===== src/rtl/servo_pkg.sv =====
// rtl/servo_pkg.sv - shared constants and pulse-width helper for the servo PWM driver
package servo_pkg;

    localparam int POS_W  = 8;
    localparam int NUM_CH = 4;
    localparam int US_W   = 15;

    localparam int CH_X = 0;
    localparam int CH_Y = 1;
    localparam int CH_Z = 2;
    localparam int CH_G = 3;

    // Pulse width in microseconds for a position code, 15-bit unsigned
    function automatic logic [US_W-1:0] pulse_us(
        input logic [POS_W-1:0] code,
        input int               min_us,
        input int               step_us
    );
        logic [US_W-1:0] width;
        width = US_W'(min_us) + US_W'(code) * US_W'(step_us);
        return width;
    endfunction

endpackage


===== src/rtl/servo_channel.sv =====
// rtl/servo_channel.sv - one servo joint: target latch, slew limiter, pulse compare
module servo_channel
    import servo_pkg::*;
#(
    parameter int MIN_US   = 1000,
    parameter int STEP_US  = 4,
    parameter int SLEW     = 4,
    parameter int INIT_POS = 128
) (
    input  logic             clk,
    input  logic             rst,
    input  logic             frame_end,
    input  logic             en_q,
    input  logic [US_W-1:0]  us_cnt,
    input  logic [POS_W-1:0] target,
    output logic             pwm,
    output logic             at_target
);

    localparam logic [POS_W-1:0] INIT_CODE = POS_W'(INIT_POS);
    localparam logic [POS_W-1:0] SLEW_CODE = POS_W'(SLEW);
    localparam logic [POS_W:0]   SLEW_MAG  = (POS_W+1)'(SLEW);

    logic [POS_W-1:0] tgt;
    logic [POS_W-1:0] cur;
    logic [POS_W-1:0] cur_next;
    logic [POS_W:0]   diff;
    logic [POS_W:0]   mag;

    // Next position: one bounded step toward the sampled input; 9-bit difference keeps the sign
    always_comb begin
        diff     = {1'b0, target} - {1'b0, cur};
        mag      = diff[POS_W] ? (~diff + 1'b1) : diff;
        cur_next = target;
        if (SLEW != 0 && mag > SLEW_MAG) begin
            if (diff[POS_W]) begin
                cur_next = cur - SLEW_CODE;
            end else begin
                cur_next = cur + SLEW_CODE;
            end
        end
    end

    // Target and position only move on the frame-end strobe so a pulse is never torn
    always_ff @(posedge clk) begin
        if (rst) begin
            tgt <= INIT_CODE;
            cur <= INIT_CODE;
        end else if (frame_end) begin
            tgt <= target;
            cur <= cur_next;
        end
    end

    // Registered pulse compare and settled flag
    always_ff @(posedge clk) begin
        if (rst) begin
            pwm       <= 1'b0;
            at_target <= 1'b1;
        end else begin
            pwm       <= en_q && (us_cnt < pulse_us(cur, MIN_US, STEP_US));
            at_target <= (cur == tgt);
        end
    end

endmodule


===== src/rtl/servo_pwm_driver.sv =====
// rtl/servo_pwm_driver.sv - four-channel 50 Hz servo PWM generator with shared timebase
module servo_pwm_driver
    import servo_pkg::*;
#(
    parameter int TICK_DIV = 50,
    parameter int FRAME_US = 20000,
    parameter int MIN_US   = 1000,
    parameter int STEP_US  = 4,
    parameter int SLEW     = 4,
    parameter int INIT_POS = 128
) (
    input  logic              clk,
    input  logic              rst,
    input  logic [POS_W-1:0]  dx,
    input  logic [POS_W-1:0]  dy,
    input  logic [POS_W-1:0]  dz,
    input  logic [POS_W-1:0]  dg,
    input  logic              enable,
    output logic [NUM_CH-1:0] pwm,
    output logic              frame_sync,
    output logic [NUM_CH-1:0] at_target
);

    localparam int               PRE_W    = (TICK_DIV > 1) ? $clog2(TICK_DIV) : 1;
    localparam logic [PRE_W-1:0] PRE_LAST = PRE_W'(TICK_DIV - 1);
    localparam logic [US_W-1:0]  US_LAST  = US_W'(FRAME_US - 1);

    // The widest pulse (code 255) must end before the frame does
    if (MIN_US + ((1 << POS_W) - 1) * STEP_US >= FRAME_US) begin : g_bad_params
        $fatal(1, "servo_pwm_driver: longest pulse does not fit inside the frame");
    end

    logic [PRE_W-1:0]              pre;
    logic [US_W-1:0]               us_cnt;
    logic                          pre_wrap;
    logic                          frame_end;
    logic                          en_q;
    logic [NUM_CH-1:0][POS_W-1:0]  targets;

    assign pre_wrap  = (pre == PRE_LAST);
    assign frame_end = pre_wrap && (us_cnt == US_LAST);

    assign targets[CH_X] = dx;
    assign targets[CH_Y] = dy;
    assign targets[CH_Z] = dz;
    assign targets[CH_G] = dg;

    // Prescaler and microsecond counter; us_cnt wraps at the end of each frame
    always_ff @(posedge clk) begin
        if (rst) begin
            pre    <= '0;
            us_cnt <= '0;
        end else if (pre_wrap) begin
            pre    <= '0;
            us_cnt <= (us_cnt == US_LAST) ? '0 : us_cnt + US_W'(1);
        end else begin
            pre <= pre + PRE_W'(1);
        end
    end

    // Frame start marker (aligned with the registered pwm rise) and frame-sampled enable
    always_ff @(posedge clk) begin
        if (rst) begin
            frame_sync <= 1'b0;
            en_q       <= 1'b0;
        end else begin
            frame_sync <= (pre == '0) && (us_cnt == '0);
            if (frame_end) begin
                en_q <= enable;
            end
        end
    end

    for (genvar i = 0; i < NUM_CH; i++) begin : g_ch
        servo_channel #(
            .MIN_US   (MIN_US),
            .STEP_US  (STEP_US),
            .SLEW     (SLEW),
            .INIT_POS (INIT_POS)
        ) u_channel (
            .clk       (clk),
            .rst       (rst),
            .frame_end (frame_end),
            .en_q      (en_q),
            .us_cnt    (us_cnt),
            .target    (targets[i]),
            .pwm       (pwm[i]),
            .at_target (at_target[i])
        );
    end

endmodule


===== config.mk =====
export PLATFORM = sky130hd
export DESIGN_NAME = servo_pwm_driver
export DESIGN_NICKNAME = d
export VERILOG_FILES = /design/src/rtl/servo_pkg.sv /design/src/rtl/servo_channel.sv /design/src/rtl/servo_pwm_driver.sv
export SDC_FILE = /design/constraint.sdc
export NUM_CORES = 1
export LEC_CHECK = 0
export ABC_AREA = 1
export CORE_MARGIN = 2
export CORE_UTILIZATION = 45
export DETAILED_ROUTE_END_ITERATION = 10
export SLEW_MARGIN = 20
export SYNTH_ARGS = -nofsm -noshare
export SYNTH_HDL_FRONTEND = slang
export SYNTH_SLANG_ARGS = --single-unit
export TNS_END_PERCENT = 50

===== constraint.sdc =====
create_clock -name clk -period 3.6 [get_ports clk]
set_clock_uncertainty 0.05 [all_clocks]
set_input_delay 0.9 -clock clk [delete_from_list [all_inputs] [get_ports clk]]
set_output_delay 0.9 -clock clk [all_outputs]
set_load 0.005 [all_outputs]

Word-level counts from Yosys, hierarchy flattened
Index checks and enable logic that the tools add are counted.
- flip-flop bits (word level): 95
- output and inout bits: 9
- bits in latches: 0
- logic and storage cells: 82
- bits in read-only memories: 0
- memories kept: 0
- input port bits: 35
- memory bits (writable): 0
- eq/ne operators: 6
- multiplexer cells: 13
- reduce and logical (&&, ||, !) cells: 9
- bitwise logic cells: 4
- multiply operators: 0
- shifts and indexed selects: 0
- divide/modulo/power cells: 0
- order comparisons: 8
- add/sub/neg operators: 22
- operators with widths (cell ; number):
    2-to-1 mux 8 bit ; 8
    < comparator 15 bit ; 4
    adder 10 x 10 -> 11 bit (first input constant) ; 4
    adder 9 x 1 -> 9 bit (second input constant) ; 4
    greater-than comparator 9 x 3 -> 1 bit (second input constant) ; 4
    2-to-1 mux 9 bit ; 4
    NOT 9 bit ; 4
    subtractor 8 x 8 -> 9 bit ; 4
    adder 8 x 3 -> 8 bit (second input constant) ; 4
    == test 8 bit ; 4
    subtractor 8 x 3 -> 8 bit (second input constant) ; 4
    adder 15 x 1 -> 15 bit (second input constant) ; 1
    == test 15 bit (second input constant) ; 1
    zero test 15 bit ; 1
    2-to-1 mux 15 bit ; 1
    adder 6 x 1 -> 6 bit (second input constant) ; 1
    == test 6 bit (second input constant) ; 1
    logical AND 1 bit ; 6
    zero test 6 bit ; 1
    OR reduction 2 bit ; 1

Depth between registers and ports, before layout
- depth after elaboration: 6
- depth in mapped cells: 22
- depth with buffers taken out: 22

Modules after synthesis
From an unflattened synthesis, not the netlist that was laid out.
- cells, all modules: 1377
- area, all modules: 9044.9 um2
- by module, submodules not included (module ; cells each ; area each (um2) ; sequential area each (um2) ; times used):
    servo_channel ; 296 ; 1940.6 ; 360.3 ; 4
    servo_pwm_driver ; 193 ; 1282.5 ; 460.4 ; 1

Worst setup path before layout
No wires, ideal clock.
- kind: input to register
- start point: in dz[0]
- end point: reg g_ch[2].u_channel.cur[7]
- data required time: 3429 ps
- setup slack: 37 ps
- library setup time: 121 ps
- stages: 19
- data arrival time: 3392 ps
- buffers on the path: 0
- cell sequence: inv_1 ha_1 inv_1 fa_1 nand2_1 nand2_2 nand3_2 nand2_2 inv_2 ha_1 a21oi_1 nand2_1 a21oi_1 nor2_1 nor2_1 xor2_1 or2_2 nand4_1 nand3_1
- cells in the longest elaborated chain, start to end: 6
- elaborated cells on any way between the ends: 7
- those cells by class: 2 x add/sub; 1 x order compare; 3 x mux; 1 x bitwise
- RTL lines (item ; line ; source):
    start: declaration ; servo_pwm_driver.sv:16 ; input logic [POS_W-1:0] dz,
    subtractor 8 x 8 -> 9 bit (*) ; servo_channel.sv:32 ; diff = {1'b0, target} - {1'b0, cur};
    NOT 9 bit ; servo_channel.sv:33 ; mag = diff[POS_W] ? (~diff + 1'b1) : diff;
    adder 9 x 1 -> 9 bit ; servo_channel.sv:33 ;
    2-to-1 mux 9 bit ; servo_channel.sv:33 ;
    greater-than comparator 9 x 3 -> 1 bit ; servo_channel.sv:35 ; if (SLEW != 0 && mag > SLEW_MAG) begin
    2-to-1 mux 8 bit (*) ; servo_channel.sv:35 ;
    end signal: assignment ; servo_channel.sv:51 ; cur <= cur_next;
    end: declaration ; servo_channel.sv:25 ; logic [POS_W-1:0] cur;
Mark *: on every way between the ends. The rest lies on a longest branch, timed or not.
A chain may end at the register's enable or synchronous reset.

Worst setup path in the final report
Same ends and word-level chain as after synthesis.

==> flow_metrics.tcl <==
set metrics [dict create \
    result_of_the_run "completed" \
    number_of_flops_mapped_to_enable_cells_by_yosys 0 \
    post_synth_main_area_contributors "sky130_fd_sc_hd__dfxtp_1 21%, sky130_fd_sc_hd__nand2_1 14%, sky130_fd_sc_hd__ha_1 13%, sky130_fd_sc_hd__inv_1 7.6%, sky130_fd_sc_hd__nand3_1 6.9%" \
    antenna_violations_before_repair 0 \
    finalWeightedCongestion 0.848 \
    timing.critical_path.arrival_ns 3.58 \
    cts.sink_count 95 \
    timing_max_transition_violations_final 0 \
    ios 44 \
    synth_register_bits 95 \
    design.die.area_um2 21100 \
    ant_diodes 0 \
    power_consumption_mw 2.74 \
    crit_path_start_kind "primary input" \
    hold_path_depth 2 \
    layout_net_count 1614 \
    layout_commonest_cell "sky130_fd_sc_hd__nand2_1" \
    slew_margin_rel_pct 51.0 \
    final_cell_mix "330 x sky130_fd_sc_hd__nand2_1, 176 x sky130_fd_sc_hd__inv_1, 119 x sky130_fd_sc_hd__nand3_1" \
    mappedNetlistNets 1479 \
    synth_area_um2 8960 \
    clock_tree.htree_level_count 3 \
    maxClockFrequency_mhz 296 \
    clk-insertion-delay-late_ns 0.36 \
    initial_utilization_pct 45.9 \
    power.density_cell_area_nw_per_um2 252 \
    layout-drive-gt1-share_pct 17.7 \
    grt_start_max_net_pins 40 \
    grt_setup_unrepaired "true" \
    cts_inserted_buffers 9 \
    floorplan.die.height_um 145 \
    die_width_um 145 \
    drt_first_pass_iters 5 \
    final_antenna_net_count 0 \
    finalWirelength_um 24200 \
    detail_route.drc_violations 0 \
    timing.critical_path.depth 20 \
    most_area_hungry_cell_type_in_the_yosys_netlist "sky130_fd_sc_hd__dfxtp_1" \
    synth.yosys.seq_area_share_pct 21.2 \
    period_minus_slack_ns 3.38 \
    numPortBuffers 43 \
    grt_pass1_wl_um 40300 \
    crit_buf_inv 4 \
    routedWlPerCell_um 13.9 \
    grt_overflow_total 0 \
    postSynth.asyncResetShare_pct 0 \
    slowest_delay_ns 0.39 \
    cts_tree "done" \
    clkTransAtPathRegs_ns 0.07 \
    drv.max_cap_violation_count 0 \
    postLayoutCellArea_um2 10900 \
    setup_viol 0 \
    critical_path.slowest_cell "sky130_fd_sc_hd__clkdlybuf4s50_1" \
    root_buffer "sky130_fd_sc_hd__clkbuf_16" \
    critPathKind "primary input to flop" \
    yosys_warnings 0 \
    final.hold.worst_slack_ns 0.418 \
    grt_pass1_vias 8248 \
    synthToLayoutAreaGrowth_pct 21.1 \
    grt_usage_pct 23.2 \
    synthDominantCellAreaShare_pct 21.2 \
    routed-via-count 8897 \
    worst-slew-pin-transition_ns 0.729 \
    cell_leakage_power_nw 5.33 \
    layout.filler_cells 2027 \
    synthesized_area_divided_by_synthesized_cell_count_um2 6.68 \
    timing.critical_path.to_type "flop" \
    worstPathRequired_ns 3.80 \
    design.core.area_um2 19500 \
    fin_worst_setup_slack_ns 0.221 \
    starting_drt_drc_count 455 \
    dp_cells 1731 \
    hold_violations 0 \
    netlist_instances 1343 \
    hold_path_class "flop to flop" \
    library_cells_used_by_synthesis 49 \
    drt-vias-per-instance 5.09 \
    worstRegToRegCells 17 \
    max-clock-path-buffers 2 \
    postSynth.topFlopCell "sky130_fd_sc_hd__dfxtp_1" \
    std_cell_rows 51 \
    critical_path.top_delay_family "simple AND/OR/NAND/NOR gates" \
    crit_path_cell_trace "clkdlybuf4s50_1 -> inv_1 -> ha_1 -> inv_2 -> fa_2 -> nand2_1 -> nand2_2 -> nand3_2 -> nand2_2 -> inv_2 -> ha_4 -> a21oi_2 -> nand2_1 -> a21oi_2 -> nor2_1 -> nor2_1 -> xor2_1 -> or2_2 -> nand4_1 -> nand3_1" \
    dpl-instance-area_um2 10400 \
    peakVddDrop_mv 0.248 \
    final_cells 1748 \
    placement.setup.worst_slack_ns -0.260 \
    post_cts_hold_buffer_count 0 \
    final_min_period_over_clock_period_pct 93.9 \
    critPathMaxFanout 4 \
    hpwl_um 18900 \
]
==> per-stage QoR <==
step	setup TNS (ns)	utilization (%)
5_1_grt	-0.0515	55.6
6_report	0	55.6
2_1_floorplan	0	-
3_3_place_gp	-3.89	53.1
4_1_cts	0	54.7
3_5_place_dp	-5.30	53.1
==> path summary, 6_finish.rpt <==
kind	endpoint	slack [ns]	startpoint
hold / removal	g_ch[3].u_channel.tgt[0]$_SDFFE_PP0P_	0.42	g_ch[3].u_channel.tgt[0]$_SDFFE_PP0P_
setup / recovery	g_ch[2].u_channel.cur[7]$_SDFFE_PP1P_	0.22	dz[0]
setup reg to reg	g_ch[2].u_channel.cur[7]$_SDFFE_PP1P_	0.59	g_ch[2].u_channel.cur[5]$_SDFFE_PP0P_
hold reg to reg	g_ch[3].u_channel.tgt[0]$_SDFFE_PP0P_	0.42	g_ch[3].u_channel.tgt[0]$_SDFFE_PP0P_
==> state kept, by name, summed over array words and instances (netlist names) <==
signal	cells
g_ch.u_channel.cur	32
g_ch.u_channel.tgt	32
us_cnt	15
pre	6
g_ch.u_channel.at_target	4
g_ch.u_channel.pwm	4
en_q	1
frame_sync	1
==> synth_stat cells, types with 8 or more instances <==
| library cell | number |
|---|---|
| sky130_fd_sc_hd__nand2_1 | 336 |
| sky130_fd_sc_hd__inv_1 | 182 |
| sky130_fd_sc_hd__nand3_1 | 124 |
| sky130_fd_sc_hd__dfxtp_1 | 95 |
| sky130_fd_sc_hd__ha_1 | 93 |
| sky130_fd_sc_hd__nor2_1 | 77 |
| sky130_fd_sc_hd__a21oi_1 | 74 |
| sky130_fd_sc_hd__xor2_1 | 41 |
| sky130_fd_sc_hd__o21ai_0 | 38 |
| sky130_fd_sc_hd__nand4_1 | 31 |
| sky130_fd_sc_hd__inv_2 | 24 |
| sky130_fd_sc_hd__nor3_1 | 21 |
| sky130_fd_sc_hd__xnor2_1 | 19 |
| sky130_fd_sc_hd__nand2_2 | 18 |
| sky130_fd_sc_hd__nor2_2 | 13 |
| sky130_fd_sc_hd__clkbuf_1 | 12 |
| sky130_fd_sc_hd__nor2_4 | 12 |
| sky130_fd_sc_hd__buf_4 | 10 |
| sky130_fd_sc_hd__nand3_2 | 10 |
| sky130_fd_sc_hd__nand3b_1 | 9 |
| sky130_fd_sc_hd__o21ai_1 | 9 |
| sky130_fd_sc_hd__fa_1 | 8 |
| sky130_fd_sc_hd__o21a_1 | 8 |
| sky130_fd_sc_hd__o22ai_1 | 8 |
==> per-layer routing <==
metal	GRT usage, %	up-vias	part of all wire (%)
met5	0	-	0
met4	5.83	0	1.7
li1	-	4670	-
met2	38.1	161	45
met3	3.33	33	3.7
met1	31.9	4033	49
==> cells by family after synthesis <==
family | share of synthesized area (%)
buffers and inverters | 10.9
AOI/OAI and AO/OA | 12.1
xor gates and xnor gates | 6.17
and+or+nand+nor | 34.8
adders and majority gates | 14.8
DFF | 21.2
==> layout make-up <==
class	count	area, µm²	share of cell area, %
clock inverters	6	67.6	0.622
flip-flops and latches	95	1900	17.5
multi-input cells	1010	6250	57.5
well taps	265	332	3.05
repair buffers	156	1290	11.9
clock buffers	10	239	2.20
inverters	206	776	7.14
==> worst min-delay path, cell delays in order, from the launching register on <==
cell	delay [ns]
sky130_fd_sc_hd__dfxtp_1	0.32
sky130_fd_sc_hd__nand2_1	0.06
sky130_fd_sc_hd__nand2_1	0.04
==> power by group <==
| group | internal [mW] | leakage, nW | total, mW | switching [mW] |
|---|---|---|---|---|
| combinational | 0.289 | 4.42 | 0.678 | 0.389 |
| sequential | 1.05 | 0.766 | 1.06 | 0.00236 |
| clock | 0.560 | 0.145 | 1.01 | 0.447 |
==> timing repair <==
action                                  4_1_cts  5_1_grt
hold endpoints to repair                      0        0
gates resized for setup                       0       50
endpoints found under the setup margin        0       27
buffers inserted                              0        1
Power figures use the tool's default switching activity.
